$ cat src/rtl/reg_bank_sb_if.sv
// Bus bundle for the register bank: write port, two read ports, the reserve
// strobe and the scoreboard summary. The master side is whoever drives the
// bank (control unit or testbench); the slave side is the bank itself.
interface reg_bank_sb_if #(
   parameter int DATA_W = 16,
   parameter int ADDR_W = 3
);

   logic              wr_en;
   logic [ADDR_W-1:0] wr_addr;
   logic [DATA_W-1:0] wr_data;

   logic              rd1_en;
   logic [ADDR_W-1:0] rd1_addr;
   logic [DATA_W-1:0] rd1_data;
   logic              rd1_busy;

   logic              rd2_en;
   logic [ADDR_W-1:0] rd2_addr;
   logic [DATA_W-1:0] rd2_data;
   logic              rd2_busy;

   logic              rsv_en;
   logic [ADDR_W-1:0] rsv_addr;

   logic              busy_any;

   modport master (
      output wr_en, wr_addr, wr_data,
      output rd1_en, rd1_addr,
      output rd2_en, rd2_addr,
      output rsv_en, rsv_addr,
      input  rd1_data, rd1_busy,
      input  rd2_data, rd2_busy,
      input  busy_any
   );

   modport slave (
      input  wr_en, wr_addr, wr_data,
      input  rd1_en, rd1_addr,
      input  rd2_en, rd2_addr,
      input  rsv_en, rsv_addr,
      output rd1_data, rd1_busy,
      output rd2_data, rd2_busy,
      output busy_any
   );

endinterface

$ cat src/rtl/reg_bank_sb.sv
// Register bank with one synchronous write port, two combinational read
// ports with write-through bypass, and a per-register busy scoreboard used
// by multi-cycle units to reserve a destination register. Disabled read
// ports and reset force the outputs to zero rather than floating them.
module reg_bank_sb #(
   parameter int DATA_W   = 16,
   parameter int ADDR_W   = 3,
   parameter bit ZERO_REG = 1'b0
) (
   input logic        clk,
   input logic        rst,
   reg_bank_sb_if.slave bus
);

   localparam int DEPTH = 1 << ADDR_W;

   logic [DATA_W-1:0] regs [DEPTH];
   logic [DEPTH-1:0]  busy;

   logic              wr_ok;
   logic              rsv_ok;
   logic [DEPTH-1:0]  wr_sel;
   logic [DEPTH-1:0]  rsv_sel;

   logic              rd_en   [2];
   logic [ADDR_W-1:0] rd_addr [2];
   logic [DATA_W-1:0] rd_data [2];
   logic              rd_busy [2];

   // Register 0 is hard-wired when ZERO_REG is set: never written, never busy.
   function automatic logic is_locked(input logic [ADDR_W-1:0] addr);
      return ZERO_REG && (addr == '0);
   endfunction

   assign wr_ok  = bus.wr_en  && !is_locked(bus.wr_addr);
   assign rsv_ok = bus.rsv_en && !is_locked(bus.rsv_addr);

   // One-hot decode of the write and reserve targets for the scoreboard update.
   always_comb begin
      wr_sel  = '0;
      rsv_sel = '0;
      if (wr_ok) begin
         wr_sel[bus.wr_addr] = 1'b1;
      end
      if (rsv_ok) begin
         rsv_sel[bus.rsv_addr] = 1'b1;
      end
   end

   // Data array: reset clears every entry, otherwise the write port lands here.
   always_ff @(posedge clk) begin
      if (rst) begin
         for (int i = 0; i < DEPTH; i++) begin
            regs[i] <= '0;
         end
      end else if (wr_ok) begin
         regs[bus.wr_addr] <= bus.wr_data;
      end
   end

   // Scoreboard: a write clears its target, a reservation sets its target, and
   // the reservation is applied last so it wins when both hit the same entry.
   always_ff @(posedge clk) begin
      if (rst) begin
         busy <= '0;
      end else begin
         busy <= (busy & ~wr_sel) | rsv_sel;
      end
   end

   assign rd_en[0]   = bus.rd1_en;
   assign rd_addr[0] = bus.rd1_addr;
   assign rd_en[1]   = bus.rd2_en;
   assign rd_addr[1] = bus.rd2_addr;

   // Both read ports share one lookup: disabled, reset or locked reads give zero,
   // a matching in-flight write is forwarded with busy already cleared.
   always_comb begin
      for (int p = 0; p < 2; p++) begin
         rd_data[p] = '0;
         rd_busy[p] = 1'b0;
         if (!rst && rd_en[p] && !is_locked(rd_addr[p])) begin
            if (bus.wr_en && (bus.wr_addr == rd_addr[p])) begin
               rd_data[p] = bus.wr_data;
            end else begin
               rd_data[p] = regs[rd_addr[p]];
               rd_busy[p] = busy[rd_addr[p]];
            end
         end
      end
   end

   assign bus.rd1_data = rd_data[0];
   assign bus.rd1_busy = rd_busy[0];
   assign bus.rd2_data = rd_data[1];
   assign bus.rd2_busy = rd_busy[1];
   assign bus.busy_any = !rst && (|busy);

endmodule

$ cat src/flat_wrapper.sv
// flat-port wrapper written by rule: the top's interface ports become plain ports
module reg_bank_sb_flat 
#(
   parameter int DATA_W   = 16,
   parameter int ADDR_W   = 3,
   parameter bit ZERO_REG = 1'b0
)
  (clk, rst, bus_wr_en, bus_wr_addr, bus_wr_data, bus_rd1_en, bus_rd1_addr, bus_rd2_en, bus_rd2_addr, bus_rsv_en, bus_rsv_addr, bus_rd1_data, bus_rd1_busy, bus_rd2_data, bus_rd2_busy, bus_busy_any);
  reg_bank_sb_if #(.DATA_W(DATA_W), .ADDR_W(ADDR_W)) bus_i ();
  input logic clk;
  input logic rst;
  input wire logic [$bits(bus_i.wr_en)-1:0] bus_wr_en;
  input wire logic [$bits(bus_i.wr_addr)-1:0] bus_wr_addr;
  input wire logic [$bits(bus_i.wr_data)-1:0] bus_wr_data;
  input wire logic [$bits(bus_i.rd1_en)-1:0] bus_rd1_en;
  input wire logic [$bits(bus_i.rd1_addr)-1:0] bus_rd1_addr;
  input wire logic [$bits(bus_i.rd2_en)-1:0] bus_rd2_en;
  input wire logic [$bits(bus_i.rd2_addr)-1:0] bus_rd2_addr;
  input wire logic [$bits(bus_i.rsv_en)-1:0] bus_rsv_en;
  input wire logic [$bits(bus_i.rsv_addr)-1:0] bus_rsv_addr;
  output wire logic [$bits(bus_i.rd1_data)-1:0] bus_rd1_data;
  output wire logic [$bits(bus_i.rd1_busy)-1:0] bus_rd1_busy;
  output wire logic [$bits(bus_i.rd2_data)-1:0] bus_rd2_data;
  output wire logic [$bits(bus_i.rd2_busy)-1:0] bus_rd2_busy;
  output wire logic [$bits(bus_i.busy_any)-1:0] bus_busy_any;
  assign bus_i.wr_en = bus_wr_en;
  assign bus_i.wr_addr = bus_wr_addr;
  assign bus_i.wr_data = bus_wr_data;
  assign bus_i.rd1_en = bus_rd1_en;
  assign bus_i.rd1_addr = bus_rd1_addr;
  assign bus_i.rd2_en = bus_rd2_en;
  assign bus_i.rd2_addr = bus_rd2_addr;
  assign bus_i.rsv_en = bus_rsv_en;
  assign bus_i.rsv_addr = bus_rsv_addr;
  assign bus_rd1_data = bus_i.rd1_data;
  assign bus_rd1_busy = bus_i.rd1_busy;
  assign bus_rd2_data = bus_i.rd2_data;
  assign bus_rd2_busy = bus_i.rd2_busy;
  assign bus_busy_any = bus_i.busy_any;
  reg_bank_sb #(.DATA_W(DATA_W), .ADDR_W(ADDR_W), .ZERO_REG(ZERO_REG)) u_core (.clk(clk), .rst(rst), .bus(bus_i));
endmodule
$ cat config.mk
export PLATFORM = sky130hd
export DESIGN_NAME = reg_bank_sb_flat
export DESIGN_NICKNAME = d
export VERILOG_FILES = /design/src/rtl/reg_bank_sb_if.sv /design/src/rtl/reg_bank_sb.sv /design/src/flat_wrapper.sv
export SDC_FILE = /design/constraint.sdc
export NUM_CORES = 1
export LEC_CHECK = 0
export CAP_MARGIN = 40
export CORE_ASPECT_RATIO = 0.5
export CORE_UTILIZATION = 60
export DETAILED_ROUTE_END_ITERATION = 8
export HOLD_SLACK_MARGIN = 0.1
export PLACE_DENSITY = 0.92
export SLEW_MARGIN = 5
export SYNTH_ARGS = -nofsm -noshare
export SYNTH_HDL_FRONTEND = slang
export SYNTH_SLANG_ARGS = --single-unit
$ cat constraint.sdc
create_clock -name clk -period 5.45 [get_ports clk]
set_input_delay 1.09 -clock clk [delete_from_list [all_inputs] [get_ports clk]]
set_output_delay 1.09 -clock clk [all_outputs]
set_load 0.01 [all_outputs]
======== After elaboration in Yosys (flattened, before gate mapping) ========
Memories as Yosys holds them, arrays and structs flattened.
Index checks and enable logic that the tools add are counted.
word-level totals
  output and inout port bits .............. 35
  register bits ........................... 8
  input port bits ......................... 34
  word-level logic and storage cells ...... 49
  RAM bits ................................ 128
  memories kept ........................... 1
operators by class
  multiplexer cells ....................... 26
  eq/ne operators ......................... 2
  reductions and logical operators ........ 10
  bitwise logic cells ..................... 3
  order comparisons ....................... 6
memory list
  memory       depth  width  read ports  clocked after memory_dff  wr ports  line               RTL
  u_core.regs  8      16     2           0                         8         reg_bank_sb.sv:17  logic [DATA_W-1:0] regs [DEPTH];
operator list
  cell                  count
  $mux W16              5
  $lt A3 B4 Y1 const B  4
  $mux W8               2
  $reduce_or A16 Y1     1
  $mux W1               14
  $and A8 B8 Y8         1
  $not A8 Y8            1
  $or A8 B8 Y8          1
  $reduce_or A8 Y1      1
  $logic_and A1 B1 Y1   7
  $bmux W1 S3           2
  $demux W1 S3          2
  $eq A3 B3 Y1          2
  $ge A3 B1 Y1 const B  2
  $mux W3               1
  $logic_not A1 Y1      1

======== Logic depth before layout (Yosys ltp) ========
Gate-level depths: netlist of the first run.
  word-level depth ........................ 8
  mapped depth ............................ 6

======== Worst setup path before layout of the first run ========
No wires, ideal clock.
  path kind ............................... input -> output
  from .................................... in bus_rd1_addr[0]
  to ...................................... out bus_rd1_data[0]
  cell stages on the path ................. 5
  path buffers ............................ 2
  path slack .............................. 2.178 ns
  arrival ................................. 2.182 ns
  path through ............................ buf_4 xnor2_1 nand4_2 clkbuf_1 a211oi_1
between the ends
  longest elaborated chain between the ends .. 4
  elaborated cells on any way between the ends .. 5
RTL lines
  element                                                                 line                RTL
  from (decl)                                                             flat_wrapper.sv:16  input wire logic [$bits(bus_i.rd1_addr)-1:0] bus_rd1_addr;
  parallel branches: the longest is 2 deep, another holds $mem_v2 Z8 W16  -
  $mux W16 *                                                              reg_bank_sb.sv:83   if (bus.wr_en && (bus.wr_addr == rd_addr[p])) begin
  $mux W16 *                                                              reg_bank_sb.sv:82   if (!rst && rd_en[p] && !is_locked(rd_addr[p])) begin
  to (decl)                                                               flat_wrapper.sv:21  output wire logic [$bits(bus_i.rd1_data)-1:0] bus_rd1_data;
Mark *: on every way between the ends.

======== Worst setup path after layout of the first run ========
  from .................................... in bus_wr_addr[1]
  to ...................................... out bus_rd1_data[8]
between the ends
  longest elaborated chain between the ends .. 4
RTL lines
  element              line                RTL
  from (decl)          flat_wrapper.sv:13  input wire logic [$bits(bus_i.wr_addr)-1:0] bus_wr_addr;
  $eq A3 B3 Y1         reg_bank_sb.sv:83
  $logic_and A1 B1 Y1  reg_bank_sb.sv:83
  $mux W16             reg_bank_sb.sv:83
  $mux W16             reg_bank_sb.sv:82
No other way between the ends.

==> results of run 1 <==
-- power groups by stage --
stage,clock (mW),combinational (mW),sequential (mW)
final,1.21,0.375,1.26
after global routing,1.24,0.394,1.26
after CTS,1.20,0.371,1.25
after detailed placement,0,0.363,1.27
after global placement,0,0.347,1.26
after floorplan,0,0.233,1.25
-- sequential cells by signal (all words and copies together), names as in the netlist --
register     count
u_core.regs    128
u_core.busy      8
-- cells in the mapped netlist, types with 2 or more instances --
| cell type | n | area (µm²) |
|---|---|---|
| nand3_1 | 3 | 15.0 |
| edfxtp_1 | 128 | 3840 |
| dfxtp_1 | 8 | 160 |
| buf_6 | 3 | 33.8 |
| a21oi_1 | 2 | 10.0 |
| buf_8 | 3 | 45.0 |
| o21ai_0 | 4 | 20.0 |
| nand3b_1 | 2 | 15.0 |
| nor4_1 | 2 | 12.5 |
| nor3_4 | 2 | 32.5 |
| a211oi_1 | 32 | 240 |
| inv_1 | 11 | 41.3 |
| nor2_1 | 34 | 128 |
| clkbuf_1 | 9 | 33.8 |
| nand2_1 | 3 | 11.3 |
| nor3b_1 | 3 | 22.5 |
| and2_1 | 128 | 801 |
| o21bai_1 | 3 | 22.5 |
| nor2_2 | 6 | 37.5 |
| mux2i_1 | 34 | 340 |
| nand2b_1 | 3 | 18.8 |
| o32ai_1 | 3 | 26.3 |
| a31o_2 | 3 | 26.3 |
| buf_4 | 6 | 45.0 |
| xnor2_1 | 6 | 52.6 |
| buf_2 | 17 | 85.1 |
| mux4_2 | 68 | 1530 |
| buf_1 | 2 | 7.51 |
-- how the worst min path moves through the flow --
stage | start | endpoint | slack, ps
final | u_core.busy[6] | u_core.busy[6] | 510
after global routing | u_core.busy[7] | u_core.busy[7] | 540
after CTS | u_core.busy[0] | u_core.busy[0] | 510
after detailed placement | u_core.busy[3] | u_core.busy[3] | 480
after global placement | u_core.busy[7] | u_core.busy[7] | 480
after floorplan | u_core.busy[3] | u_core.busy[3] | 450
-- area by class of cell --
cell class	instances	area, µm²
Clock buffer	19	433
Clock inverter	13	176
Fill cell	668	3040
Inverter	11	41.3
Multi-Input combinational cell	349	3440
Sequential cell	136	4000
Tap cell	165	206
Timing Repair Buffer	85	848
-- per-layer routing --
layer,global-route usage (%),vias to the layer above,routed length (µm)
met1,41.4,2679,7360
met5,0,-,0
met4,18.0,0,773
met3,10.5,79,2770
li1,-,2199,-
met2,57.1,499,10500
-- per-stage QoR --
| step | cells | hold slack, ps | worst slack (ps) |
|---|---|---|---|
| detailed placement | 745 | 483 | 530 |
| global placement | 742 | 477 | 565 |
| CTS | 777 | 508 | 492 |
| finish | 778 | 512 | 459 |
| floorplan | 537 | 452 | 2180 |
| global route | 778 | 543 | 339 |
-- kinds of logic after synthesis --
logic type | share of synthesized area [%]
and+or+nand+nor | 14.8
buffers and inverters | 3.84
DFF | 51.8
xor gates and xnor gates | 0.680
AOI/OAI and AO/OA | 4.69
muxes | 24.2
-- critical path: stages --
cell and delay (ps):
clkdlybuf4s50_1 780, xnor2_1 200, nand4_2 510, buf_4 390, a211oi_1 280, clkdlybuf4s50_1 640
-- cell usage in the layout, fill, tap and decap left out, types with 11 or more instances in the layout --
master | synthesis | final
mux4_2 | 68 | 68
a211oi_1 | 32 | 32
and2_1 | 128 | 128
inv_1 | 11 | 11
clkdlybuf4s50_1 | 0 | 65
clkbuf_16 | 0 | 17
buf_4 | 6 | 12
mux2i_1 | 34 | 34
edfxtp_1 | 128 | 128
nor2_1 | 34 | 34
==> reports/metrics.yaml, run 1 <==
timing:
  worstMarginPinSlew_ps: 962
  clock_skew_ps: 0
  final-max-slew-violation-count: 0
  fin_crit_sh_pct: 91.6
  setup_violations: 0
  rsz0062_at_grt: "false"
  fin_setup_tns_ps: 0
  period_minus_slack_ps: 4990
  hold_viol_final: 0
  clock.fmax_ghz: 0.200
  slew_headroom_pct: 35.6
clock_network:
  cts_tree: "done"
  cts.sinks: 136
  htree_levels: 4
  hold_buffers: 0
  clkLatencyLatePin_ps: 430
  path_clk_slew_ps: 60
  cts_root_buffer: "clkbuf_16"
  cts_buffers: 17
  cts.repair.resized: 0
  cts_buffer_depth: 2
  postCtsSetupBuffers: 0
power:
  pwr-share-seq_pct: 44.2
  comb_power_share_pct: 13.2
  vdd.ir_drop.worst_mv: 0.180
  finalPower_mw: 2.84
  p_leak_nw: 3.22
  clkPwrFrac_pct: 42.6
  powerDensity_mw_per_mm2: 310
  swShare_pct: 23.8
  p_int_mw: 2.16
  power_switching_uw: 677
worst_setup_path:
  crit_fanout: 16
  rrSetupSlack_ps: 4610
  timing.rr.start: "u_core.busy[4]"
  start_kind: "input port"
  r2r_cells: 2
  startpoint: "bus_wr_addr[1]"
  critPathArrivalTime_ps: 3900
  worstSetupPathType: "input port to primary output"
  r2r-end: "u_core.busy[4]"
  required_ps: 4360
  endpoint: "bus_rd1_data[8]"
  end_kind: "primary output"
route:
  drt-total-wl_um: 21400
  via_count: 5456
  viasPerCell: 7.01
  first_pass_iters: 5
  drtIter0Drc: 801
  ant_nets: 0
  wire_per_inst_um: 27.5
  drc_errors: 0
logic_synthesis:
  synth_top_flop_cell: "edfxtp_1"
  synth_edf_count: 128
  async_flop_share_pct: 0
  synth_nets: 571
  seq_area_frac_synth_pct: 51.8
  ys_ff_latch: 136
  yosysWarnings: 0
  ys_types: 37
  avgSynthCellArea_um2: 14.4
  syn-instance-count: 537
  netlist_area_mm2: 0.00773
cells_and_area:
  fin_nets: 634
  utilization_pct: 75.1
  drive_gt1_share_pct: 21.7
  areaGrowthSynthToFinish_pct: 18.4
  n_antenna_cell: 0
  final_area_mm2: 0.00915
floorplanning:
  core_area_mm2: 0.0122
  num_io_pins: 69
  rows: 28
  die_w_um: 163
  initial_core_util_pct: 63.4
  fp.dieH_um: 82.3
  die-area_mm2: 0.0134
place:
  dp_hpwl_um: 12400
  place_area_mm2: 0.00853
  port_buffers: 68
  place_congestion: 0.880
hold_path:
  hold_class: "flop to flop"
  hold_depth: 2
flow_run:
  drv_cap: 0
grt:
  grt_overflow: 0
  grt_usage_pct: 34.3
  grt_pass1_wl_um: 31800
  grt_max_degree: 35
  grt_pass1_vias: 5373
  antenna_found_initial: 0
outcome:
  status: "complete, no violations"
No activity file was read; power rests on OpenSTA's default activity.
==> inputs of run 2 (changes only) <==
--- a/config.mk
+++ b/config.mk
@@ -7,10 +7,11 @@
 export LEC_CHECK = 0
 export CAP_MARGIN = 40
 export CORE_ASPECT_RATIO = 0.5
-export CORE_UTILIZATION = 60
+export CORE_MARGIN = 5
+export CORE_UTILIZATION = 26
 export DETAILED_ROUTE_END_ITERATION = 8
 export HOLD_SLACK_MARGIN = 0.1
-export PLACE_DENSITY = 0.92
+export PLACE_DENSITY = 0.51
 export SLEW_MARGIN = 5
 export SYNTH_ARGS = -nofsm -noshare
 export SYNTH_HDL_FRONTEND = slang
==> run 2 against run 1 <==
Effect of this change: first-iteration DRC count down 49%; register-to-register slack gained 170 ps; flip-flop and latch count stayed put; setup slack better by 270 ps; final area increased by 4.1%; die area rose to 2.5 times the previous value; critical path depth is 1 higher; hold slack lost 11 ps; sequential share of layout area is 1.7 points lower; utilization down 42 points; critical endpoint is now bus_rd2_data[5].
==> reports/metrics.yaml, run 2 (synthesis gave the netlist of run 1 again) <==
outcome:
  status: "complete, no violations"
floorplanning:
  core_area_mm2: 0.0292
  die_w_um: 254
  die-area_mm2: 0.0335
  initial_core_util_pct: 26.5
  rows: 44
  num_io_pins: 69
  fp.dieH_um: 132
cells_and_area:
  fin_nets: 641
  final_area_mm2: 0.00953
  areaGrowthSynthToFinish_pct: 23.2
  fillers: 2821
  utilization_pct: 32.7
  largest_register_ffs: 128
  regMostFlops: "u_core.regs"
  top_regs: "u_core.regs: 128 flops, u_core.busy: 8 flops"
  drive_gt1_share_pct: 22.1
  mostFrequentLayoutCells: "and2_1 (128), edfxtp_1 (128), mux4_2 (68)"
clock_network:
  hold_buffers: 0
  htree_levels: 4
  cts_buffer_depth: 2
  cts_buffers: 17
  postCtsSetupBuffers: 0
  cts_root_buffer: "clkbuf_16"
  cts_tree: "done"
  cts.repair.resized: 0
  cts.sinks: 136
  path_clk_slew_ps: 60
  clkLatencyLatePin_ps: 420
power:
  clkPwrFrac_pct: 41.1
  comb_power_share_pct: 13.9
  pwr-share-seq_pct: 44.9
  vdd.ir_drop.worst_mv: 0.178
  swShare_pct: 23.9
  powerDensity_mw_per_mm2: 291
  p_int_mw: 2.11
  power_switching_uw: 664
  p_leak_nw: 3.27
grt:
  grt_usage_pct: 13.9
  grt_pass1_wl_um: 34500
  grt_overflow: 0
  grt_pass1_vias: 5112
  grt_max_degree: 36
  antenna_found_initial: 3
worst_setup_path:
  crit_buf_inv: 3
  crit_fanout: 33
  end_kind: "primary output"
  crit_family: "buffers and inverters"
  crit_slowest_cell: "clkdlybuf4s50_1"
  required_ps: 4360
  path_depth: 7
  startpoint: "bus_rd2_addr[0]"
  start_kind: "input port"
  r2r_cells: 2
  timing.rr.start: "u_core.busy[6]"
  r2r-end: "u_core.busy[6]"
  path_cells: "clkdlybuf4s50_1 > xnor2_1 > nand4_1 > buf_4 > nor2_1 > a211oi_1 > clkdlybuf4s50_1"
  cp_common_cell: "clkdlybuf4s50_1"
  endpoint: "bus_rd2_data[5]"
  critical_path.max_stage_delay_ps: 840
  critPathArrivalTime_ps: 3630
  worstSetupPathType: "input port to primary output"
  rrSetupSlack_ps: 4780
timing:
  setup_violations: 0
  fin_setup_tns_ps: 0
  period_minus_slack_ps: 4720
  slew_headroom_pct: 45.3
  fin_crit_sh_pct: 86.7
  final-max-slew-violation-count: 0
  clock.fmax_ghz: 0.212
  hold_viol_final: 0
  worstMarginPinSlew_ps: 818
  rsz0062_at_grt: "false"
  clock_skew_ps: 0
place:
  place_area_mm2: 0.00896
  dp_hpwl_um: 15000
  port_buffers: 68
  place_congestion: 0.778
route:
  drtIter0Drc: 405
  drc_errors: 0
  ant_nets: 0
  drt-total-wl_um: 23100
  via_count: 4916
  viasPerCell: 4.86
  wire_per_inst_um: 22.8
  first_pass_iters: 4
hold_path:
  hold_class: "flop to flop"
flow_run:
  drv_cap: 0
## run 2: layout make-up
| class | count | area [µm²] | share of cell area (%) |
|---|---|---|---|
| diodes | 1 | 2.50 | 0.0263 |
| multi-input cells | 349 | 3440 | 36.1 |
| flip-flops and latches | 136 | 4000 | 42.0 |
| repair buffers | 92 | 982 | 10.3 |
| clock buffers | 19 | 433 | 4.54 |
| clock inverters | 12 | 134 | 1.41 |
| well taps | 391 | 489 | 5.13 |
| inverters | 11 | 41.3 | 0.433 |
## run 2: power by group through the flow
stage	combinational, mW	sequential (mW)	clock (mW)
final	0.387	1.25	1.14
after global routing	0.413	1.25	1.20
after CTS	0.393	1.25	1.15
after detailed placement	0.391	1.27	0
after global placement	0.380	1.27	0
after floorplan	0.233	1.25	0
## run 2: worst reg2reg max path, stage by stage, from the launching register on
cell,delay (ps)
dfxtp_1,380
inv_1,60
o21ai_0,160
## run 2: routing by layer
metal	global-route usage, %	part of all wire [%]
met1	18.0	44
met2	23.7	50
met3	2.58	3.8
met4	4.20	1.6
met5	0	0
## run 2: stage by stage
step                power, mW  setup slack, ps  cells  hold WS [ps]
floorplan                1.48             2180    537           452
global placement         1.65              659    968           489
detailed placement       1.66              708    979           493
CTS                      2.79              709   1010           501
global route             2.87              591   1011           531
finish                   2.77              727   1011           502
## run 2: worst min path at each step
stage	startpoint	end	cells after the start
after global routing	u_core.busy[5]	u_core.busy[5]	2
after floorplan	u_core.busy[3]	u_core.busy[3]	2
after detailed placement	u_core.busy[4]	u_core.busy[4]	2
after global placement	u_core.busy[5]	u_core.busy[5]	2
final	u_core.busy[5]	u_core.busy[5]	2
after CTS	u_core.busy[4]	u_core.busy[4]	2
